File: src/rtl/jt10_adpcm_mch_pkg.sv
// jt10_adpcm_pkg: shared constants and helpers for the multichannel
// ADPCM-A decoder.
//   SW            step register width
//   STEP_MIN_DEF  default lower step clamp, also the reset/restart step
//   STEP_MAX_DEF  default upper step clamp
//   step_mul()    step adaptation multiplier selected by nibble magnitude
package jt10_adpcm_pkg;

   localparam int SW           = 15;
   localparam int STEP_MIN_DEF = 127;
   localparam int STEP_MAX_DEF = 24576;

   function automatic logic [7:0] step_mul(input logic [2:0] mag);
      logic [7:0] m;
      case (mag)
         3'd4:    m = 8'd77;
         3'd5:    m = 8'd102;
         3'd6:    m = 8'd128;
         3'd7:    m = 8'd153;
         default: m = 8'd57;
      endcase
      return m;
   endfunction

endpackage

File: src/rtl/jt10_adpcm_mch_if.sv
// jt10_adpcm_mch_if: nibble input handshake and decoded sample output.
//   in_valid/in_ready/in_ch/data/chon/kon  sequencer -> decoder
//   out_valid/out_ch/pcm                   decoder -> mixer
// master = sequencer/mixer side, slave = decoder side.
interface jt10_adpcm_mch_if #(
   parameter int NCH = 6,
   parameter int DW  = 16
);
   localparam int CHW = (NCH > 1) ? $clog2(NCH) : 1;

   logic                  in_valid;
   logic                  in_ready;
   logic [CHW-1:0]        in_ch;
   logic [3:0]            data;
   logic                  chon;
   logic                  kon;
   logic                  out_valid;
   logic [CHW-1:0]        out_ch;
   logic signed [DW-1:0]  pcm;

   modport master (
      output in_valid, in_ch, data, chon, kon,
      input  in_ready, out_valid, out_ch, pcm
   );

   modport slave (
      input  in_valid, in_ch, data, chon, kon,
      output in_ready, out_valid, out_ch, pcm
   );
endinterface

File: src/rtl/jt10_adpcm_mch_ram.sv
// jt10_adpcm_mch_ram: NCH-entry register file holding {x, step} per channel.
//   clk, rst_n         clock, async active-low reset (x=0, step=STEP_MIN)
//   rd_addr            read port address (combinational read)
//   rd_x, rd_step      read data
//   we                 write enable (already qualified by clock enable)
//   wr_addr            write port address
//   wr_x, wr_step      write data
module jt10_adpcm_mch_ram
   import jt10_adpcm_pkg::*;
#(
   parameter int NCH      = 6,
   parameter int DW       = 16,
   parameter int STEP_MIN = STEP_MIN_DEF,
   parameter int CHW      = 3
)(
   input  logic                 clk,
   input  logic                 rst_n,
   input  logic [CHW-1:0]       rd_addr,
   output logic signed [DW-1:0] rd_x,
   output logic [SW-1:0]        rd_step,
   input  logic                 we,
   input  logic [CHW-1:0]       wr_addr,
   input  logic signed [DW-1:0] wr_x,
   input  logic [SW-1:0]        wr_step
);

   logic signed [DW-1:0] x_mem    [NCH];
   logic [SW-1:0]        step_mem [NCH];

   // Out-of-range addresses read as zero; they are never accepted anyway.
   always_comb begin
      rd_x    = '0;
      rd_step = '0;
      for (int unsigned i = 0; i < NCH; i++) begin
         if (rd_addr == CHW'(i)) begin
            rd_x    = x_mem[i];
            rd_step = step_mem[i];
         end
      end
   end

   always_ff @(posedge clk or negedge rst_n) begin
      if (!rst_n) begin
         for (int unsigned i = 0; i < NCH; i++) begin
            x_mem[i]    <= '0;
            step_mem[i] <= SW'(STEP_MIN);
         end
      end else if (we) begin
         for (int unsigned i = 0; i < NCH; i++) begin
            if (wr_addr == CHW'(i)) begin
               x_mem[i]    <= wr_x;
               step_mem[i] <= wr_step;
            end
         end
      end
   end

endmodule

File: src/rtl/jt10_adpcm_mch.sv
// jt10_adpcm_mch: time-multiplexed ADPCM-A nibble decoder for NCH channels.
//   clk, rst_n   clock, async active-low reset
//   cen          clock enable; all state advances only when high
//   bus (slave)  nibble in (valid/ready, channel, data, chon, kon),
//                decoded sample out (out_valid pulse, out_ch, pcm)
// Five-stage pipeline: S1 state fetch, S2 multiply, S3 sign, S4 add,
// S5 saturate/clamp/write-back. A per-channel busy bit blocks re-issue of a
// channel until its write-back, so each accept reads up-to-date state.
module jt10_adpcm_mch
   import jt10_adpcm_pkg::*;
#(
   parameter int NCH      = 6,
   parameter int DW       = 16,
   parameter int STEP_MIN = STEP_MIN_DEF,
   parameter int STEP_MAX = STEP_MAX_DEF
)(
   input logic              clk,
   input logic              rst_n,
   input logic              cen,
   jt10_adpcm_mch_if.slave  bus
);

   localparam int CHW = (NCH > 1) ? $clog2(NCH) : 1;
   // Sum width covers the full 16-bit delta plus sign so overflow is seen
   // even when |d| exceeds the DW range.
   localparam int AW = ((DW > 16) ? DW : 16) + 2;
   localparam logic [SW-1:0]        STEP_RST = SW'(STEP_MIN);
   localparam logic signed [AW-1:0] X_MAX = {{(AW-DW+1){1'b0}}, {(DW-1){1'b1}}};
   localparam logic signed [AW-1:0] X_MIN = {{(AW-DW+1){1'b1}}, {(DW-1){1'b0}}};

   logic           accept;
   logic [NCH-1:0] busy;

   always_comb begin
      bus.in_ready = 1'b0;
      if (32'(bus.in_ch) < NCH) bus.in_ready = ~busy[bus.in_ch];
   end

   assign accept = cen & bus.in_valid & bus.in_ready;

   // Stage registers
   logic                 s1_v, s2_v, s3_v, s4_v;
   logic [CHW-1:0]       s1_ch, s2_ch, s3_ch, s4_ch;
   logic                 s1_chon, s2_chon, s3_chon, s4_chon;
   logic [3:0]           s1_data;
   logic                 s2_sign;
   logic signed [DW-1:0] s1_x, s2_x, s3_x;
   logic [SW-1:0]        s1_step;
   logic [15:0]          s2_d;
   logic [16:0]          s2_step, s3_step, s4_step;
   logic signed [AW-1:0] s3_d, s4_sum;

   // RAM ports
   logic signed [DW-1:0] rd_x, wr_x;
   logic [SW-1:0]        rd_step, wr_step;
   logic                 we;

   jt10_adpcm_mch_ram #(
      .NCH      (NCH),
      .DW       (DW),
      .STEP_MIN (STEP_MIN),
      .CHW      (CHW)
   ) u_ram (
      .clk     (clk),
      .rst_n   (rst_n),
      .rd_addr (bus.in_ch),
      .rd_x    (rd_x),
      .rd_step (rd_step),
      .we      (we),
      .wr_addr (s4_ch),
      .wr_x    (wr_x),
      .wr_step (wr_step)
   );

   // S2 arithmetic
   logic [18:0] d_prod;
   logic [22:0] st_prod;
   always_comb begin
      d_prod  = 19'({s1_data[2:0], 1'b1}) * 19'(s1_step);
      st_prod = 23'(step_mul(s1_data[2:0])) * 23'(s1_step);
   end

   // S5 saturation, clamp and mute
   always_comb begin
      if (s4_sum > X_MAX)      wr_x = X_MAX[DW-1:0];
      else if (s4_sum < X_MIN) wr_x = X_MIN[DW-1:0];
      else                     wr_x = s4_sum[DW-1:0];
      if (s4_step < 17'(STEP_MIN))      wr_step = STEP_RST;
      else if (s4_step > 17'(STEP_MAX)) wr_step = SW'(STEP_MAX);
      else                              wr_step = s4_step[SW-1:0];
      if (!s4_chon) begin
         wr_x    = '0;
         wr_step = STEP_RST;
      end
      we = cen & s4_v;
   end

   always_ff @(posedge clk or negedge rst_n) begin
      if (!rst_n) begin
         s1_v <= 1'b0; s2_v <= 1'b0; s3_v <= 1'b0; s4_v <= 1'b0;
         s1_ch <= '0; s2_ch <= '0; s3_ch <= '0; s4_ch <= '0;
         s1_chon <= 1'b0; s2_chon <= 1'b0; s3_chon <= 1'b0; s4_chon <= 1'b0;
         s1_data <= '0; s2_sign <= 1'b0;
         s1_x <= '0; s2_x <= '0; s3_x <= '0;
         s1_step <= STEP_RST;
         s2_d <= '0; s2_step <= '0; s3_step <= '0; s4_step <= '0;
         s3_d <= '0; s4_sum <= '0;
      end else if (cen) begin
         // S1
         s1_v <= accept;
         if (accept) begin
            s1_ch   <= bus.in_ch;
            s1_data <= bus.data;
            s1_chon <= bus.chon;
            s1_x    <= bus.kon ? '0 : rd_x;
            s1_step <= bus.kon ? STEP_RST : rd_step;
         end
         // S2
         s2_v    <= s1_v;
         s2_ch   <= s1_ch;
         s2_chon <= s1_chon;
         s2_sign <= s1_data[3];
         s2_x    <= s1_x;
         s2_d    <= d_prod[18:3];
         s2_step <= st_prod[22:6];
         // S3
         s3_v    <= s2_v;
         s3_ch   <= s2_ch;
         s3_chon <= s2_chon;
         s3_x    <= s2_x;
         s3_step <= s2_step;
         s3_d    <= s2_sign ? -$signed(AW'(s2_d)) : $signed(AW'(s2_d));
         // S4
         s4_v    <= s3_v;
         s4_ch   <= s3_ch;
         s4_chon <= s3_chon;
         s4_step <= s3_step;
         s4_sum  <= AW'(s3_x) + s3_d;
      end
   end

   // S5 output registers
   always_ff @(posedge clk or negedge rst_n) begin
      if (!rst_n) begin
         bus.out_valid <= 1'b0;
         bus.out_ch    <= '0;
         bus.pcm       <= '0;
      end else if (cen) begin
         bus.out_valid <= s4_v;
         if (s4_v) begin
            bus.out_ch <= s4_ch;
            bus.pcm    <= wr_x;
         end
      end
   end

   always_ff @(posedge clk or negedge rst_n) begin
      if (!rst_n) begin
         busy <= '0;
      end else if (cen) begin
         for (int unsigned i = 0; i < NCH; i++) begin
            if (accept && bus.in_ch == CHW'(i))  busy[i] <= 1'b1;
            else if (s4_v && s4_ch == CHW'(i))   busy[i] <= 1'b0;
         end
      end
   end

endmodule

File: src/flat_wrapper.sv
// flat-port wrapper written by rule: the top's interface ports become plain ports
module jt10_adpcm_mch_flat import jt10_adpcm_pkg::*;
#(
   parameter int NCH      = 6,
   parameter int DW       = 16,
   parameter int STEP_MIN = STEP_MIN_DEF,
   parameter int STEP_MAX = STEP_MAX_DEF
)
  (clk, rst_n, cen, bus_in_valid, bus_in_ch, bus_data, bus_chon, bus_kon, bus_in_ready, bus_out_valid, bus_out_ch, bus_pcm);
  jt10_adpcm_mch_if #(.NCH(NCH), .DW(DW)) bus_i ();
  input logic clk;
  input logic rst_n;
  input logic cen;
  input wire logic [$bits(bus_i.in_valid)-1:0] bus_in_valid;
  input wire logic [$bits(bus_i.in_ch)-1:0] bus_in_ch;
  input wire logic [$bits(bus_i.data)-1:0] bus_data;
  input wire logic [$bits(bus_i.chon)-1:0] bus_chon;
  input wire logic [$bits(bus_i.kon)-1:0] bus_kon;
  output wire logic [$bits(bus_i.in_ready)-1:0] bus_in_ready;
  output wire logic [$bits(bus_i.out_valid)-1:0] bus_out_valid;
  output wire logic [$bits(bus_i.out_ch)-1:0] bus_out_ch;
  output wire logic [$bits(bus_i.pcm)-1:0] bus_pcm;
  assign bus_i.in_valid = bus_in_valid;
  assign bus_i.in_ch = bus_in_ch;
  assign bus_i.data = bus_data;
  assign bus_i.chon = bus_chon;
  assign bus_i.kon = bus_kon;
  assign bus_in_ready = bus_i.in_ready;
  assign bus_out_valid = bus_i.out_valid;
  assign bus_out_ch = bus_i.out_ch;
  assign bus_pcm = bus_i.pcm;
  jt10_adpcm_mch #(.NCH(NCH), .DW(DW), .STEP_MIN(STEP_MIN), .STEP_MAX(STEP_MAX)) u_core (.clk(clk), .rst_n(rst_n), .cen(cen), .bus(bus_i));
endmodule
File: config.mk
export PLATFORM = sky130hd
export DESIGN_NAME = jt10_adpcm_mch_flat
export DESIGN_NICKNAME = d
export VERILOG_FILES = /design/src/rtl/jt10_adpcm_mch_pkg.sv /design/src/rtl/jt10_adpcm_mch_if.sv /design/src/rtl/jt10_adpcm_mch_ram.sv /design/src/rtl/jt10_adpcm_mch.sv /design/src/flat_wrapper.sv
export SDC_FILE = /design/constraint.sdc
export NUM_CORES = 1
export LEC_CHECK = 0
export CORE_MARGIN = 2
export CORE_UTILIZATION = 45
export CTS_CLUSTER_SIZE = 16
export DETAILED_ROUTE_END_ITERATION = 12
export PLACE_DENSITY_LB_ADDON = 0.12
export SYNTH_ARGS = -nofsm -noshare
export SYNTH_HDL_FRONTEND = slang
export SYNTH_SLANG_ARGS = --single-unit
File: constraint.sdc
create_clock -name clk -period 6.93 [get_ports clk]
set_input_delay 1.0395 -clock clk [delete_from_list [all_inputs] [get_ports clk]]
set_output_delay 1.0395 -clock clk [all_outputs]
set_load 0.01 [all_outputs]
## Word level (Yosys, flattened, before mapping)

Index checks and enable logic that the tools add are counted.
Widths: inputs -> output; s select.

- Flip-flop bits (word level): 403
- Input port bits: 13

- $add $sub $neg: 2
- Multipliers: 2
- Magnitude comparators: 6
- Equality and inequality tests: 14
- Multiplexer cells: 37
- Bitwise logic cells: 4
- Reductions and logical operators: 34

Operators with widths:

| operator | count |
|---|---|
| $mux 16 | 10 |
| $mux 15 | 10 |
| $pmux 8 s4 | 1 |
| $reduce_and 2->1 | 14 |
| $eq 3x3->1 const B | 8 |
| $mul 8x15->23 | 1 |
| $mul 4x15->19 | 1 |
| $add 16x18->18 | 1 |
| $gt 18x16->1 const B | 1 |
| $lt 18x16->1 const B | 1 |
| $mux 18 | 1 |
| $neg 16->18 | 1 |
| $gt 17x15->1 const B | 1 |
| $lt 17x7->1 const B | 1 |
| $mux 1 | 14 |
| $eq 3x2->1 const B | 4 |
| $logic_and 1x1->1 | 12 |
| $reduce_bool 2->1 | 6 |
| $eq 3x1->1 const B | 2 |
| $logic_not 3->1 | 2 |
| $lt 3x4->1 const B | 1 |
| $and 1x1->1 | 3 |
| $bmux 1 s3 | 1 |
| $lt 3x3->1 const B | 1 |
| $not 1->1 | 1 |

## Depth between registers and ports, before layout

- Depth in word-level cells: 8
- Mapped depth: 21

## Modules after synthesis

Synthesis repeated with hierarchy kept, for this count alone.

- Cell total of the unflattened synthesis: 2074
- Area total of the unflattened synthesis: 23238.5 um^2

By module, submodules not included:

| module | instances | cells each | area each (um^2) | seq. area each (um^2) |
|---|---|---|---|---|
| jt10_adpcm_mch | 1 | 1484 | 14865.5 | 5439.0 |
| jt10_adpcm_mch_ram | 1 | 590 | 8373.0 | 4707.0 |

## Least setup slack after synthesis

Ideal clock, no wire load.

- Kind: flip-flop to flip-flop
- Start point: register u_core.s1_data[2]
- End point: register u_core.s2_step[9]
- Setup time: 0.116 ns
- Data arrival time: 5.290 ns
- Data required time: 6.814 ns
- Setup slack: 1.524 ns
- Cell stages (with the launch flop): 19
- Period minus slack after synthesis: 5.406 ns
- Cell sequence: dfrtp_1 clkbuf_1 nor2b_1 clkbuf_1 and2_1 fa_1 fa_1 fa_1 inv_1 fa_1 inv_1 ha_1 and3_1 a221o_1 or2_1 a21oi_2 o21ai_1 a2111o_1 o311ai_0

- Word-level cells in the longest chain between the ends: 3
- Elaborated cells on any way between the ends: 6
- Classes of those cells: 1 x mul; 4 x eq/ne; 1 x mux

RTL lines:

| element | line | RTL |
|---|---|---|
| start: declaration | jt10_adpcm_mch.sv:45 | `logic [3:0] s1_data;` |
| start signal: assignment | jt10_adpcm_mch.sv:113 | `s1_data <= bus.data;` |
| $eq 3x3->1 | jt10_adpcm_mch_pkg.sv:15 | `case (mag)` |
| $pmux 8 s4 (*) | jt10_adpcm_mch_pkg.sv:15 |  |
| $mul 8x15->23 (*) | jt10_adpcm_mch.sv:80 | `st_prod = 23'(step_mul(s1_data[2:0])) * 23'(s1_step);` |
| end signal: assignment | jt10_adpcm_mch.sv:125 | `s2_step <= st_prod[22:6];` |
| end: declaration | jt10_adpcm_mch.sv:50 | `logic [16:0] s2_step, s3_step, s4_step;` |

Every way passes the cells marked *; elsewhere a longest branch is shown, timed or not.
A chain may end at the register's enable or synchronous reset.

## Final worst setup path

- Start point: register u_core.s1_data[0]
- End point: register u_core.s2_step[12]

The elaborated chain is that of the path after synthesis.

==> results.txt <==
maximum number of pins on one net before global-route repair = 151
hold violation total from the final report = 0
crit end category = flip-flop
critical path type = reg -> reg
post-synthesis cell type count = 67
share of layout cells above drive strength 1 = 14.3%
switching power of the nets = 5.11 mW
Resized cells post-CTS = 0
largest stage delay on the critical path = 0.67 ns
# rows = 81
setup tns final = 0 ns
CTS Buf Count = 44
P_int = 7.26 mW
GR Overflow Total = 0
gpl congestion = 0.859
Setup crit start kind = flip-flop
delay-heaviest family, CP = adder cells
Clock power frac = 19.3%
Post-synth ARST share = 100%
via count = 15600
antenna fix cells = 0
Seq pwr share = 31.3%
Initial Utilization = 45.7%
Rel. slew slack = 9.33%
Worst-Skew Late Latency = 0.58 ns
die area = 51700 µm²
drt pass-1 iters = 5
Final Max Tran Viols = 0
initial antenna violation count = 2
Worst VDD drop = 713 µV
final setup vio count = 0
critical path data arrival time = 6.52 ns
clock buffer depth = 3
Via density = 5.40
wire per inst = 19.2 µm
Die H = 227 µm
post-synthesis sequential area ratio = 45.2%
Clock Pin Slew Worst Setup and Hold Paths = 0.07 ns
fmax = 0.165 GHz
CP max FO = 14
antenna-violating nets left = 0
Post-synth EDFFs = 0
setup ws final = 0.863 ns
vias in the first global route = 15700
worst path required time = 7.39 ns
synth warn = 0
postcts setup bufs = 0
Core Box Area = 49200 µm²
total track usage = 22.2%
pwr dens = 498 nW/µm²
initial drt markers = 1053
Synth Cell Area = 22500 µm²
Die W = 227 µm
Worst path most repeated cell = fa_1
NumNets Final = 2377
Synth Register Bits = 403
CTS tree = built
clk_skew = 0.0182 ns
min-delay worst type = reg -> reg
first-pass GRT wire length = 88.7 mm
DRT Wirelength = 55.2 mm
hold path startpoint = u_core.s1_x[14]
synth-to-layout area growth = 10.4%
I/O pin cnt = 34
total power = 12.4 mW
Clock Sinks = 403
CTS Root Cell = clkbuf_16
Min Clock Period, post-route = 6.07 ns
Cell Chain, Critical Path = inv_1 -> o21ai_0 -> and2_1 -> fa_1 -> fa_1 -> fa_1 -> inv_1 -> fa_1 -> inv_1 -> ha_1 -> a21o_1 -> a221o_1 -> o211ai_1 -> a21bo_2 -> a21boi_1 -> or3_1 -> a31o_2
fillers = 4483
cts hold-fix bufs = 0
CTS HTree Levels = 2
status = finished clean
cells after synthesis = 2215
max-cap viol count = 0
power share of the combinational group = 49.4%
detailed-route DRC error count = 0
syn_nets = 2410
slowest CP cell = o21ai_0
Critical path buffers and inverters = 3
port buffer count = 33
synthesized area per cell = 10.1 µm²
sw frac = 41.3%
Setup Slack @ Placement = 0.839 ns
reg2reg start = u_core.s1_data[0]
ys flop type = dfrtp_1
placed wire-length estimate = 36.4 mm
RSZ-0062 raised after global routing = no
actual slew at the worst max-slew pin = 1.35 ns
Leak Pwr = 11.7 nW
CP Launch Point = u_core.s1_data[0]
Period Utilization, post-route = 87.5%
==> logic make-up (layout without fill, tap and decap cells) <==
| group | after synthesis | in the layout | synth area share [%] |
|---|---|---|---|
| xor+xnor | 54 | 54 | 2.11 |
| flops | 403 | 403 | 45.2 |
| simple gates | 588 | 588 | 11.3 |
| compound gates | 509 | 509 | 13.5 |
| buf+inv | 294 | 294 | 4.98 |
| fa+ha+maj | 182 | 182 | 13.4 |
| mux | 185 | 185 | 9.46 |
==> worst register-to-register path, stage by stage (launching register included) <==
cell and delay, ns:
dfrtp_1 0.59, inv_1 0.17, o21ai_0 0.67, and2_1 0.24, fa_1 0.45, fa_1 0.52
fa_1 0.54, inv_1 0.05, fa_1 0.53, inv_1 0.04, ha_1 0.34, a21o_1 0.20
a221o_1 0.39, o211ai_1 0.32, a21bo_2 0.21, a21boi_1 0.11, or3_1 0.33, a31o_2 0.25
==> registers in the layout, summed over array words and instances (netlist names), 4 cells and up <==
name                   cells
u_core.s3_x               16
u_core.u_ram.step_mem     90
u_core.s1_step            15
u_core.s2_step            17
u_core.s3_step            17
u_core.s1_x               16
u_core.busy                6
u_core.u_ram.x_mem        96
u_core.s4_sum             18
u_core.s2_d               16
u_core.s4_step            17
u_core.bus.pcm            16
u_core.s1_data             4
u_core.s2_x               16
u_core.s3_d               18
==> stage by stage <==
stage / cells / util, % / instance area [µm²] / hold WS, ns
after floorplan: 2215 / - / 22500 / 0.438
after global placement: 2800 / 47.5 / 23400 / 0.455
after detailed placement: 2800 / 47.5 / 23400 / 0.466
after CTS: 2879 / 50.5 / 24800 / 0.478
after global routing: 2879 / 50.5 / 24800 / 0.493
final: 2879 / 50.5 / 24800 / 0.474
==> cell usage in the layout (no fill, tap or decap), drive strengths merged, types with 21 or more instances in the layout <==
cell type / n
o31ai: 32
nor2: 71
dfstp: 49
mux2i: 33
a21o: 21
o21ai: 284
a21oi: 81
xor2: 28
clkdlybuf4s50: 29
ha: 83
fa: 99
xnor2: 26
inv: 161
nand2: 377
mux2: 145
buf: 26
nor2b: 22
and2: 34
dfrtp: 354
clkbuf: 65
==> final timing paths <==
kind                                      end  slack [ns]  cells after the start
max                        u_core.s2_step[12]        0.86                     17
min                           u_core.s1_x[14]        0.47                      2
max reg2reg                u_core.s2_step[12]        0.86                     17
min reg2reg                   u_core.s1_x[14]        0.47                      2
max in group asynchronous    u_core.s4_sum[7]        5.09                      2
min in group asynchronous  u_core.s2_step[10]        0.49                      1
==> layer usage <==
layer / wire length, µm / vias up / track usage, % / part of all wire, %
li1: - / 7447 / - / -
met1: 26900 / 7750 / 32.5 / 49
met2: 24900 / 294 / 34.3 / 45
met3: 2470 / 58 / 3.77 / 4.5
met4: 894 / 4 / 5.38 / 1.6
met5: 27 / - / 0 / 0.049
==> layout make-up <==
type	instances	area, µm²	share of cell area [%]
flip-flops and latches	403	10100	40.9
well taps	664	831	3.35
multi-input cells	1518	11300	45.4
clock buffers	65	1260	5.08
clock inverters	14	203	0.817
inverters	160	601	2.42
repair buffers	55	519	2.09
==> synth_stat cells (33+ instances only) <==
cell type | n | area share [%]
mux2i_1 | 33 | 1.5
clkbuf_1 | 122 | 2.0
mux2_2 | 144 | 7.2
and2_1 | 34 | 0.95
a21oi_1 | 80 | 1.8
fa_1 | 99 | 8.8
nor2_1 | 71 | 1.2
dfrtp_1 | 354 | 39
inv_1 | 159 | 2.7
o21ai_0 | 279 | 6.2
ha_1 | 83 | 4.6
nand2_1 | 377 | 6.3
dfstp_2 | 49 | 5.7
==> power groups by stage <==
stage / Combinational (mW) / Clock, mW / Sequential (mW)
final: 6.11 / 2.38 / 3.87
after floorplan: 4.57 / 0 / 3.64
after global placement: 6.01 / 0 / 3.87
after CTS: 6.15 / 2.45 / 3.87
after global routing: 6.95 / 2.54 / 3.98
after detailed placement: 6.09 / 0 / 3.91
Note: power is estimated with default switching activity, not from simulation.
